--- src/rtl/wb_retire_queue.sv ---
// In-order write-back/retire queue: buffers MEM results, captures late load data,
// retires one entry per cycle to the register file, commit trace and exception flush.
module wb_retire_queue #(
    parameter int unsigned XLEN  = 64,
    parameter int unsigned DEPTH = 4
) (
    input  logic              clk,
    input  logic              rst,
    input  logic              mem_to_wb_valid,
    output logic              wb_allow_in,
    input  logic [XLEN-1:0]   mem_pc,
    input  logic [31:0]       mem_inst,
    input  logic [4:0]        mem_rd,
    input  logic              mem_rd_wen,
    input  logic [XLEN-1:0]   mem_exe_result,
    input  logic              mem_ld,
    input  logic [1:0]        mem_ld_size,
    input  logic              mem_ld_unsigned,
    input  logic [2:0]        mem_ld_off,
    input  logic              mem_ex,
    input  logic [XLEN-2:0]   mem_ecode,
    input  logic              ld_resp_valid,
    input  logic [XLEN-1:0]   ld_resp_data,
    output logic              rf_wen,
    output logic [4:0]        rf_waddr,
    output logic [XLEN-1:0]   rf_wdata,
    output logic              retire_valid,
    output logic [XLEN-1:0]   retire_pc,
    output logic [31:0]       retire_inst,
    output logic              ex_valid,
    output logic [XLEN-1:0]   ex_epc,
    output logic [XLEN-2:0]   ex_ecode,
    input  logic [4:0]        q_rs1,
    input  logic [4:0]        q_rs2,
    output logic              rs1_busy,
    output logic              rs2_busy
);

    localparam int unsigned PW = $clog2(DEPTH);
    localparam int unsigned CW = PW + 1;

    typedef struct packed {
        logic [XLEN-1:0] pc;
        logic [31:0]     inst;
        logic [4:0]      rd;
        logic            rd_wen;
        logic [XLEN-1:0] exe_result;
        logic            ld;
        logic [1:0]      ld_size;
        logic            ld_unsigned;
        logic [2:0]      ld_off;
        logic            ex;
        logic [XLEN-2:0] ecode;
    } entry_t;

    logic [PW-1:0]   head_q, head_d, tail_q, tail_d;
    logic [CW-1:0]   count_q, count_d, drop_cnt_q, drop_cnt_d;
    entry_t          ent_q [DEPTH];
    entry_t          ent_d [DEPTH];
    logic [XLEN-1:0] data_q [DEPTH];
    logic [XLEN-1:0] data_d [DEPTH];
    logic [DEPTH-1:0] dready_q, dready_d;

    logic            rf_wen_q, rf_wen_d;
    logic [4:0]      rf_waddr_q, rf_waddr_d;
    logic [XLEN-1:0] rf_wdata_q, rf_wdata_d;
    logic            retire_valid_q, retire_valid_d;
    logic [XLEN-1:0] retire_pc_q, retire_pc_d;
    logic [31:0]     retire_inst_q, retire_inst_d;
    logic            ex_valid_q, ex_valid_d;
    logic [XLEN-1:0] ex_epc_q, ex_epc_d;
    logic [XLEN-2:0] ex_ecode_q, ex_ecode_d;

    logic [PW-1:0]   scan_idx, cap_idx, hz_idx;
    logic            cap_hit, head_rdy, enq, rs1_hit, rs2_hit;
    logic [CW-1:0]   outst;
    entry_t          head_ent;

    // Select the byte lane at the load offset, then zero/sign extend to XLEN.
    function automatic logic [XLEN-1:0] load_extend(input logic [XLEN-1:0] raw,
                                                    input logic [1:0] size,
                                                    input logic uns,
                                                    input logic [2:0] off);
        logic [XLEN-1:0] lane;
        logic [XLEN-1:0] res;
        lane = raw >> {off, 3'b000};
        res  = lane;
        case (size)
            2'd0: begin
                if (uns) res = XLEN'(lane[7:0]);
                else     res = XLEN'($signed(lane[7:0]));
            end
            2'd1: begin
                if (uns) res = XLEN'(lane[15:0]);
                else     res = XLEN'($signed(lane[15:0]));
            end
            2'd2: begin
                if (uns) res = XLEN'(lane[31:0]);
                else     res = XLEN'($signed(lane[31:0]));
            end
            default: res = lane;
        endcase
        return res;
    endfunction

    assign wb_allow_in = rst & (count_q != CW'(DEPTH)) & ~ex_valid_q;

    always_comb begin
        head_d         = head_q;
        tail_d         = tail_q;
        count_d        = count_q;
        drop_cnt_d     = drop_cnt_q;
        ent_d          = ent_q;
        data_d         = data_q;
        dready_d       = dready_q;
        rf_wen_d       = 1'b0;
        rf_waddr_d     = '0;
        rf_wdata_d     = '0;
        retire_valid_d = 1'b0;
        retire_pc_d    = '0;
        retire_inst_d  = '0;
        ex_valid_d     = 1'b0;
        ex_epc_d       = '0;
        ex_ecode_d     = '0;
        scan_idx       = '0;
        cap_idx        = '0;
        cap_hit        = 1'b0;
        outst          = '0;

        // Oldest load still waiting for data is the capture target.
        for (int i = 0; i < DEPTH; i++) begin
            scan_idx = head_q + PW'(i);
            if (CW'(i) < count_q && ent_q[scan_idx].ld && !dready_q[scan_idx]) begin
                outst = outst + CW'(1);
                if (!cap_hit) begin
                    cap_hit = 1'b1;
                    cap_idx = scan_idx;
                end
            end
        end

        head_ent = ent_q[head_q];
        head_rdy = (count_q != '0) && (!head_ent.ld || dready_q[head_q]);
        enq      = mem_to_wb_valid && wb_allow_in;

        if (enq) begin
            ent_d[tail_q].pc          = mem_pc;
            ent_d[tail_q].inst        = mem_inst;
            ent_d[tail_q].rd          = mem_rd;
            ent_d[tail_q].rd_wen      = mem_rd_wen;
            ent_d[tail_q].exe_result  = mem_exe_result;
            ent_d[tail_q].ld          = mem_ld;
            ent_d[tail_q].ld_size     = mem_ld_size;
            ent_d[tail_q].ld_unsigned = mem_ld_unsigned;
            ent_d[tail_q].ld_off      = mem_ld_off;
            ent_d[tail_q].ex          = mem_ex;
            ent_d[tail_q].ecode       = mem_ecode;
            dready_d[tail_q]          = 1'b0;
            tail_d                    = tail_q + PW'(1);
            count_d                   = count_d + CW'(1);
        end

        if (ld_resp_valid) begin
            if (drop_cnt_q != '0) begin
                drop_cnt_d = drop_cnt_q - CW'(1);
            end else if (cap_hit) begin
                dready_d[cap_idx] = 1'b1;
                data_d[cap_idx]   = ld_resp_data;
            end
        end

        if (head_rdy) begin
            if (head_ent.ex) begin
                // Flush everything, including an entry arriving this cycle; its load reply is dropped too.
                ex_valid_d = 1'b1;
                ex_epc_d   = head_ent.pc;
                ex_ecode_d = head_ent.ecode;
                head_d     = tail_d;
                count_d    = '0;
                drop_cnt_d = drop_cnt_q + outst + CW'(enq && mem_ld) - CW'(ld_resp_valid);
            end else begin
                retire_valid_d = 1'b1;
                retire_pc_d    = head_ent.pc;
                retire_inst_d  = head_ent.inst;
                if (head_ent.rd_wen && head_ent.rd != 5'd0) begin
                    rf_wen_d   = 1'b1;
                    rf_waddr_d = head_ent.rd;
                    rf_wdata_d = head_ent.ld
                               ? load_extend(data_q[head_q], head_ent.ld_size,
                                             head_ent.ld_unsigned, head_ent.ld_off)
                               : head_ent.exe_result;
                end
                head_d  = head_q + PW'(1);
                count_d = count_d - CW'(1);
            end
        end
    end

    // Hazard lookup across every live entry, head included.
    always_comb begin
        rs1_hit = 1'b0;
        rs2_hit = 1'b0;
        hz_idx  = '0;
        for (int i = 0; i < DEPTH; i++) begin
            hz_idx = head_q + PW'(i);
            if (CW'(i) < count_q && ent_q[hz_idx].rd_wen && ent_q[hz_idx].rd != 5'd0) begin
                if (ent_q[hz_idx].rd == q_rs1) rs1_hit = 1'b1;
                if (ent_q[hz_idx].rd == q_rs2) rs2_hit = 1'b1;
            end
        end
    end

    assign rs1_busy = rst & rs1_hit;
    assign rs2_busy = rst & rs2_hit;

    always_ff @(posedge clk) begin
        if (!rst) begin
            head_q         <= '0;
            tail_q         <= '0;
            count_q        <= '0;
            drop_cnt_q     <= '0;
            dready_q       <= '0;
            rf_wen_q       <= 1'b0;
            rf_waddr_q     <= '0;
            rf_wdata_q     <= '0;
            retire_valid_q <= 1'b0;
            retire_pc_q    <= '0;
            retire_inst_q  <= '0;
            ex_valid_q     <= 1'b0;
            ex_epc_q       <= '0;
            ex_ecode_q     <= '0;
        end else begin
            head_q         <= head_d;
            tail_q         <= tail_d;
            count_q        <= count_d;
            drop_cnt_q     <= drop_cnt_d;
            dready_q       <= dready_d;
            rf_wen_q       <= rf_wen_d;
            rf_waddr_q     <= rf_waddr_d;
            rf_wdata_q     <= rf_wdata_d;
            retire_valid_q <= retire_valid_d;
            retire_pc_q    <= retire_pc_d;
            retire_inst_q  <= retire_inst_d;
            ex_valid_q     <= ex_valid_d;
            ex_epc_q       <= ex_epc_d;
            ex_ecode_q     <= ex_ecode_d;
        end
    end

    // Payload storage is qualified by count/dready, so it needs no reset.
    always_ff @(posedge clk) begin
        ent_q  <= ent_d;
        data_q <= data_d;
    end

    assign rf_wen       = rf_wen_q;
    assign rf_waddr     = rf_waddr_q;
    assign rf_wdata     = rf_wdata_q;
    assign retire_valid = retire_valid_q;
    assign retire_pc    = retire_pc_q;
    assign retire_inst  = retire_inst_q;
    assign ex_valid     = ex_valid_q;
    assign ex_epc       = ex_epc_q;
    assign ex_ecode     = ex_ecode_q;

endmodule

--- config.mk ---
export PLATFORM = sky130hd
export DESIGN_NAME = wb_retire_queue
export DESIGN_NICKNAME = d
export VERILOG_FILES = /design/src/rtl/wb_retire_queue.sv
export SDC_FILE = /design/constraint.sdc
export NUM_CORES = 2
export LEC_CHECK = 0
export CAP_MARGIN = 20
export CORE_ASPECT_RATIO = 0.6
export CORE_MARGIN = 8
export CORE_UTILIZATION = 38
export CTS_CLUSTER_SIZE = 40
export DETAILED_ROUTE_END_ITERATION = 7
export GPL_TIMING_DRIVEN = 1
export HOLD_SLACK_MARGIN = 0.1
export SLEW_MARGIN = 20
export SYNTH_ARGS = -nofsm -noshare
export SYNTH_HDL_FRONTEND = slang
export SYNTH_SLANG_ARGS = --single-unit
--- constraint.sdc ---
create_clock -name clk -period 19.1 [get_ports clk]
set_input_delay 2.865 -clock clk [delete_from_list [all_inputs] [get_ports clk]]
set_output_delay 2.865 -clock clk [all_outputs]
set_load 0.01 [all_outputs]
# Word-level counts from Yosys, hierarchy flattened
# Index checks and enable logic that the tools add are counted.
[classes]
add_sub_neg = 13
n_lt_le_gt_ge = 20
n_eq_ne = 11
n_shift = 1
muxes = 115
n_bitwise = 18
n_reduce_logical = 42
[ops]
columns = ["cell", "n"]
rows = [
  ["$bwmux W948", 11],
  ["$demux W237 S2", 11],
  ["$bmux W237 S2", 4],
  ["$mux W141", 7],
  ["$mux W237", 3],
  ["$mux W64", 8],
  ["$bwmux W256", 1],
  ["$pmux W64 S3", 1],
  ["$mux W173", 1],
  ["$mux W136", 1],
  ["$mux W135", 1],
  ["$bmux W64 S2", 1],
  ["$demux W64 S2", 1],
  ["$mux W71", 1],
  ["$mux W70", 1],
  ["$mux W68", 1],
  ["$mux W67", 1],
  ["$shr A64 B6 Y64", 1],
  ["$mux W63", 1],
  ["$eq A5 B5 Y1", 8],
  ["$mux W1", 30],
  ["$mux W3", 10],
  ["$logic_and A1 B1 Y1", 24],
  ["$reduce_bool A5 Y1", 4],
  ["other kinds (34)", 87],
]
[totals]
reg_bits = 1513
output_inout_bits = 298

# Logic depth before layout (Yosys ltp)
[logic_depth]
depth_word = 21
ltp_mapped = 19
depth_no_buf = 16

# Least setup slack after synthesis
# Ideal clock, no wire load.
[synth_path]
kind = "input to register"
startpoint = "in rst"
endpoint = "reg dready_q[0]"
arrival_time_ns = 9.974
path_slack_ns = 8.718
path_stages = 5
path_buffers = 1
path_cell_list = "clkbuf_1 > inv_2 > a2111oi_2 > and2_1 > o32ai_1"
[synth_between]
elab_chain_len = 8
[synth_lines]
columns = ["item", "line", "rtl"]
rows = [
  ["start, declared", "8", "input logic rst,"],
  ["$and A1 B1 Y1 (2 in series)", "106", "assign wb_allow_in = rst & (count_q != CW'(DEPTH)) & ~ex_valid_q;"],
  ["$logic_and A1 B1 Y1", "144", "enq = mem_to_wb_valid && wb_allow_in;"],
  ["$mux W4", "146", "if (enq) begin"],
  ["$or A4 B4 Y4 (no line)", "-", ""],
  ["$mux W4", "166", "end else if (cap_hit) begin"],
  ["$mux W4", "164", "if (drop_cnt_q != '0) begin"],
  ["$mux W4", "163", "if (ld_resp_valid) begin"],
  ["end signal, assigned", "237", "dready_q <= dready_d;"],
  ["end, declared", "62", "logic [DEPTH-1:0] dready_q, dready_d;"],
]
# Several ways; a longest one is shown, not always the timed one.
# A chain may end at the register's enable or synchronous reset.

# Final worst setup path
[layout_path]
startpoint = "in rst"
endpoint = "out wb_allow_in"
[layout_between]
elab_chain_len = 2
[layout_lines]
columns = ["item", "line", "rtl"]
rows = [
  ["$and A1 B1 Y1 (2 in series)", "106", ""],
  ["end, declared", "10", "output logic wb_allow_in,"],
]
# Every way passes these cells.

==> flow_summary.yaml <==
sta:
  tns_ns: 0
  fmax_mhz: 130
  slew_headroom: 0.303
  final-setup-viol-count: 0
  tightestPinTransition_ns: 1.05
  setup_slack_ns: 11.38
  timing.final.crit_share: 0.404
  hold_violations: 0
  holdWs_ns: 0.499
  period_needed_ns: 7.72
  maxSlewViolCount: 0
  rsz0062_at_grt: "no"
  clock-skew-final_ns: 0.0374
worst_hold_path:
  holdCritStartpoint: "dready_q[1]"
  whs_path_depth: 2
  min_to: "dready_q[1]"
  hp-class: "register to register"
detailed_routing:
  wl_per_cell_um: 26.3
  routed-via-count: 30600
  vias_per_cell: 5.15
  wl_mm: 157
  drc: 0
  drt_iter0_drc: 2658
  ant_nets: 0
  drtPass1Iterations: 6
yosys:
  synth-async-reset-ratio: 0
  synthTopCellsByArea: "edfxtp_1, mux4_2, dfxtp_1, and2_1, and3_1"
  synth_most_common_cell: "edfxtp_1"
  yosysWarnings: 0
  synthSimpleGateAreaFrac: 0.0734
  ys_ff_latch: 1513
  synthTopCellsByCount: "edfxtp_1, and2_1, mux4_2, dfxtp_1, and3_1"
  synth_fp_nets: 3490
  syn_area_mm2: 0.0580
  syn_inst: 3158
  yosysTopAreaCellShare: 0.623
  synth-compound-area-share: 0.0275
  ys_types: 67
  synth_top_family_by_area: "multiplexers"
  yosysTopAreaCell: "edfxtp_1"
  synthAdderAreaFrac: 0.00393
  synth_area_per_cell_um2: 18.4
  synthMuxAreaShare: 0.141
  synth_edf_count: 1204
  synth-main-ff-cell: "edfxtp_1"
  yosysSeqAreaShare: 0.730
  synth-xor-area-share: 0.00794
placed_design:
  portBuffers: 612
  dpl_cell_area_mm2: 0.0663
  place.gp.congestion: 0.882
  place_ws_ns: 11.37
  dp_hpwl_mm: 102
  placed_cells: 5658
setup_path:
  worstSetupPathType: "input port to output port"
  timing.rr.end: "rf_wdata[62]"
  reg2reg_from: "head_q[0]"
  critPathCaptureType: "output port"
  r2r_cells: 10
  r2r_slack_ns: 13.79
  crit_required_ns: 16.23
  cp.arrival_ns: 4.85
  cp_max_fo: 55
  cp-start-kind: "input port"
power_and_ir_drop:
  powerDensity_mw_per_mm2: 123
  ir_drop_uv: 73.1
  power_frac_comb: 0.222
  p_leak_nw: 23.2
  power_switching_mw: 2.48
  seqPwrFrac: 0.446
  p_total_mw: 8.77
  p_int_mw: 6.29
  p_clk_frac: 0.332
  switching_share: 0.283
cts:
  htreeDepth: 4
  cts_hold_buf: 0
  cts_buffer_depth: 3
  post-cts-setup-buffers: 0
  clk_latency_ns: 0.79
  cts_buffers: 143
  path_clk_slew_ns: 0.06
  cts_resized: 0
  cts_tree: "built"
  cts_sinks: 1513
  clock-root-buffer: "clkbuf_16"
floorplan:
  die_x_um: 520
  die_area_mm2: 0.166
  boundaryPins: 613
  fp-row-count: 111
  core_area_mm2: 0.152
  initial_core_util: 0.381
  die_height_um: 319
status:
  outcome: "finished, final reports clean"
grt:
  grt_use_total: 0.184
  antenna_found_initial: 40
  grt_overflow: 0
  grt_pass1_vias: 31300
  grt_pass1_wl_mm: 226
  grt_max_degree: 105
layout:
  nNetsFinal: 4101
  nFillCells: 12900
  multiInputGateArea_mm2: 0.0148
  stdcell_count: 5941
  ff_latch_area_mm2: 0.0423
  areaGrowthSynthToFinish_pct: 22.6
  stdcell_area_mm2: 0.0711
  utilization: 0.468
  drive_above_1_share: 0.177
job:
  drv_cap: 0
-- routing by layer --
metal,GRT usage,wire (um),vias to the layer above,share of wire
met4,0.0483,3420,34,0.022
met5,0,222,-,0.0014
li1,-,-,13500,-
met1,0.244,66400,15800,0.42
met3,0.0618,12600,200,0.081
met2,0.293,73800,956,0.47
-- worst max-delay path, cell delays in order --
cell and delay (ns):
buf_4 0.50, inv_2 0.30, a211oi_1 0.35, clkdlybuf4s50_1 0.79
-- logic make-up (layout without fill, tap and decap cells) --
family                     Yosys count  after routing
DFF                               1513           1513
adders and majority gates           17             17
muxes                              421            421
xor gates and xnor gates            51             51
buffers and inverters              209            940
other                                0             18
and+or+nand+nor                    756            756
AOI/OAI and AO/OA                  191            191
-- worst max path at each step --
stage	cells past startpoint	end	start	slack, ns
6_report	4	wb_allow_in	rst	11.38
5_1_grt	4	wb_allow_in	rst	11.19
4_1_cts	4	wb_allow_in	rst	11.34
3_5_place_dp	4	wb_allow_in	rst	11.37
3_3_place_gp	4	wb_allow_in	rst	11.43
2_1_floorplan	5	dready_q[0]	rst	8.72
-- flip-flops by register name, indices dropped and copies added (netlist names) --
| signal | count |
|---|---|
| ent_q | 948 |
| data_q | 256 |
| ex_epc | 64 |
| retire_pc | 64 |
| rf_wdata | 64 |
| ex_ecode | 63 |
| retire_inst | 32 |
| rf_waddr | 5 |
| dready_q | 4 |
| count_q | 3 |
| drop_cnt_q | 3 |
| head_q | 2 |
| tail_q | 2 |
| ex_valid | 1 |
| retire_valid | 1 |
| rf_wen | 1 |
-- power groups by stage --
| stage | combinational [mW] | sequential, mW | clock, mW |
|---|---|---|---|
| 2_1_floorplan | 1.26 | 4.00 | 0 |
| 3_5_place_dp | 1.97 | 3.98 | 0 |
| 4_1_cts | 1.97 | 3.91 | 2.99 |
| 3_3_place_gp | 1.97 | 3.98 | 0 |
| 5_1_grt | 2.09 | 3.93 | 3.11 |
| 6_report | 1.95 | 3.91 | 2.91 |
-- placed cells by master (no fill, tap or decap), drive strengths merged, types with 13 or more instances in the layout --
cell type,netlist,final
edfxtp,1204,1204
clkdlybuf4s50,0,611
and2,359,359
mux4,311,311
dfxtp,309,309
clkbuf,93,192
and3,129,129
nor2,112,112
nand2,79,79
a211oi,68,68
mux2i,64,64
clkinv,1,52
mux2,46,46
buf,97,45
a21oi,43,43
xnor2,29,29
inv,18,27
nand2b,22,22
xor2,21,21
diode,0,18
nor2b,17,17
ha,15,15
nand3,13,13
-- cell type report --
class | count | area share
antenna | 18 | 0.000633
sequential | 1513 | 0.595
timing repair buffer | 656 | 0.0911
clock inverter | 73 | 0.0113
multi-input combinational | 1436 | 0.208
inverter | 19 | 0.00100
clock buffer | 192 | 0.0568
tap | 2034 | 0.0358
(Power assumes the default switching activity.)
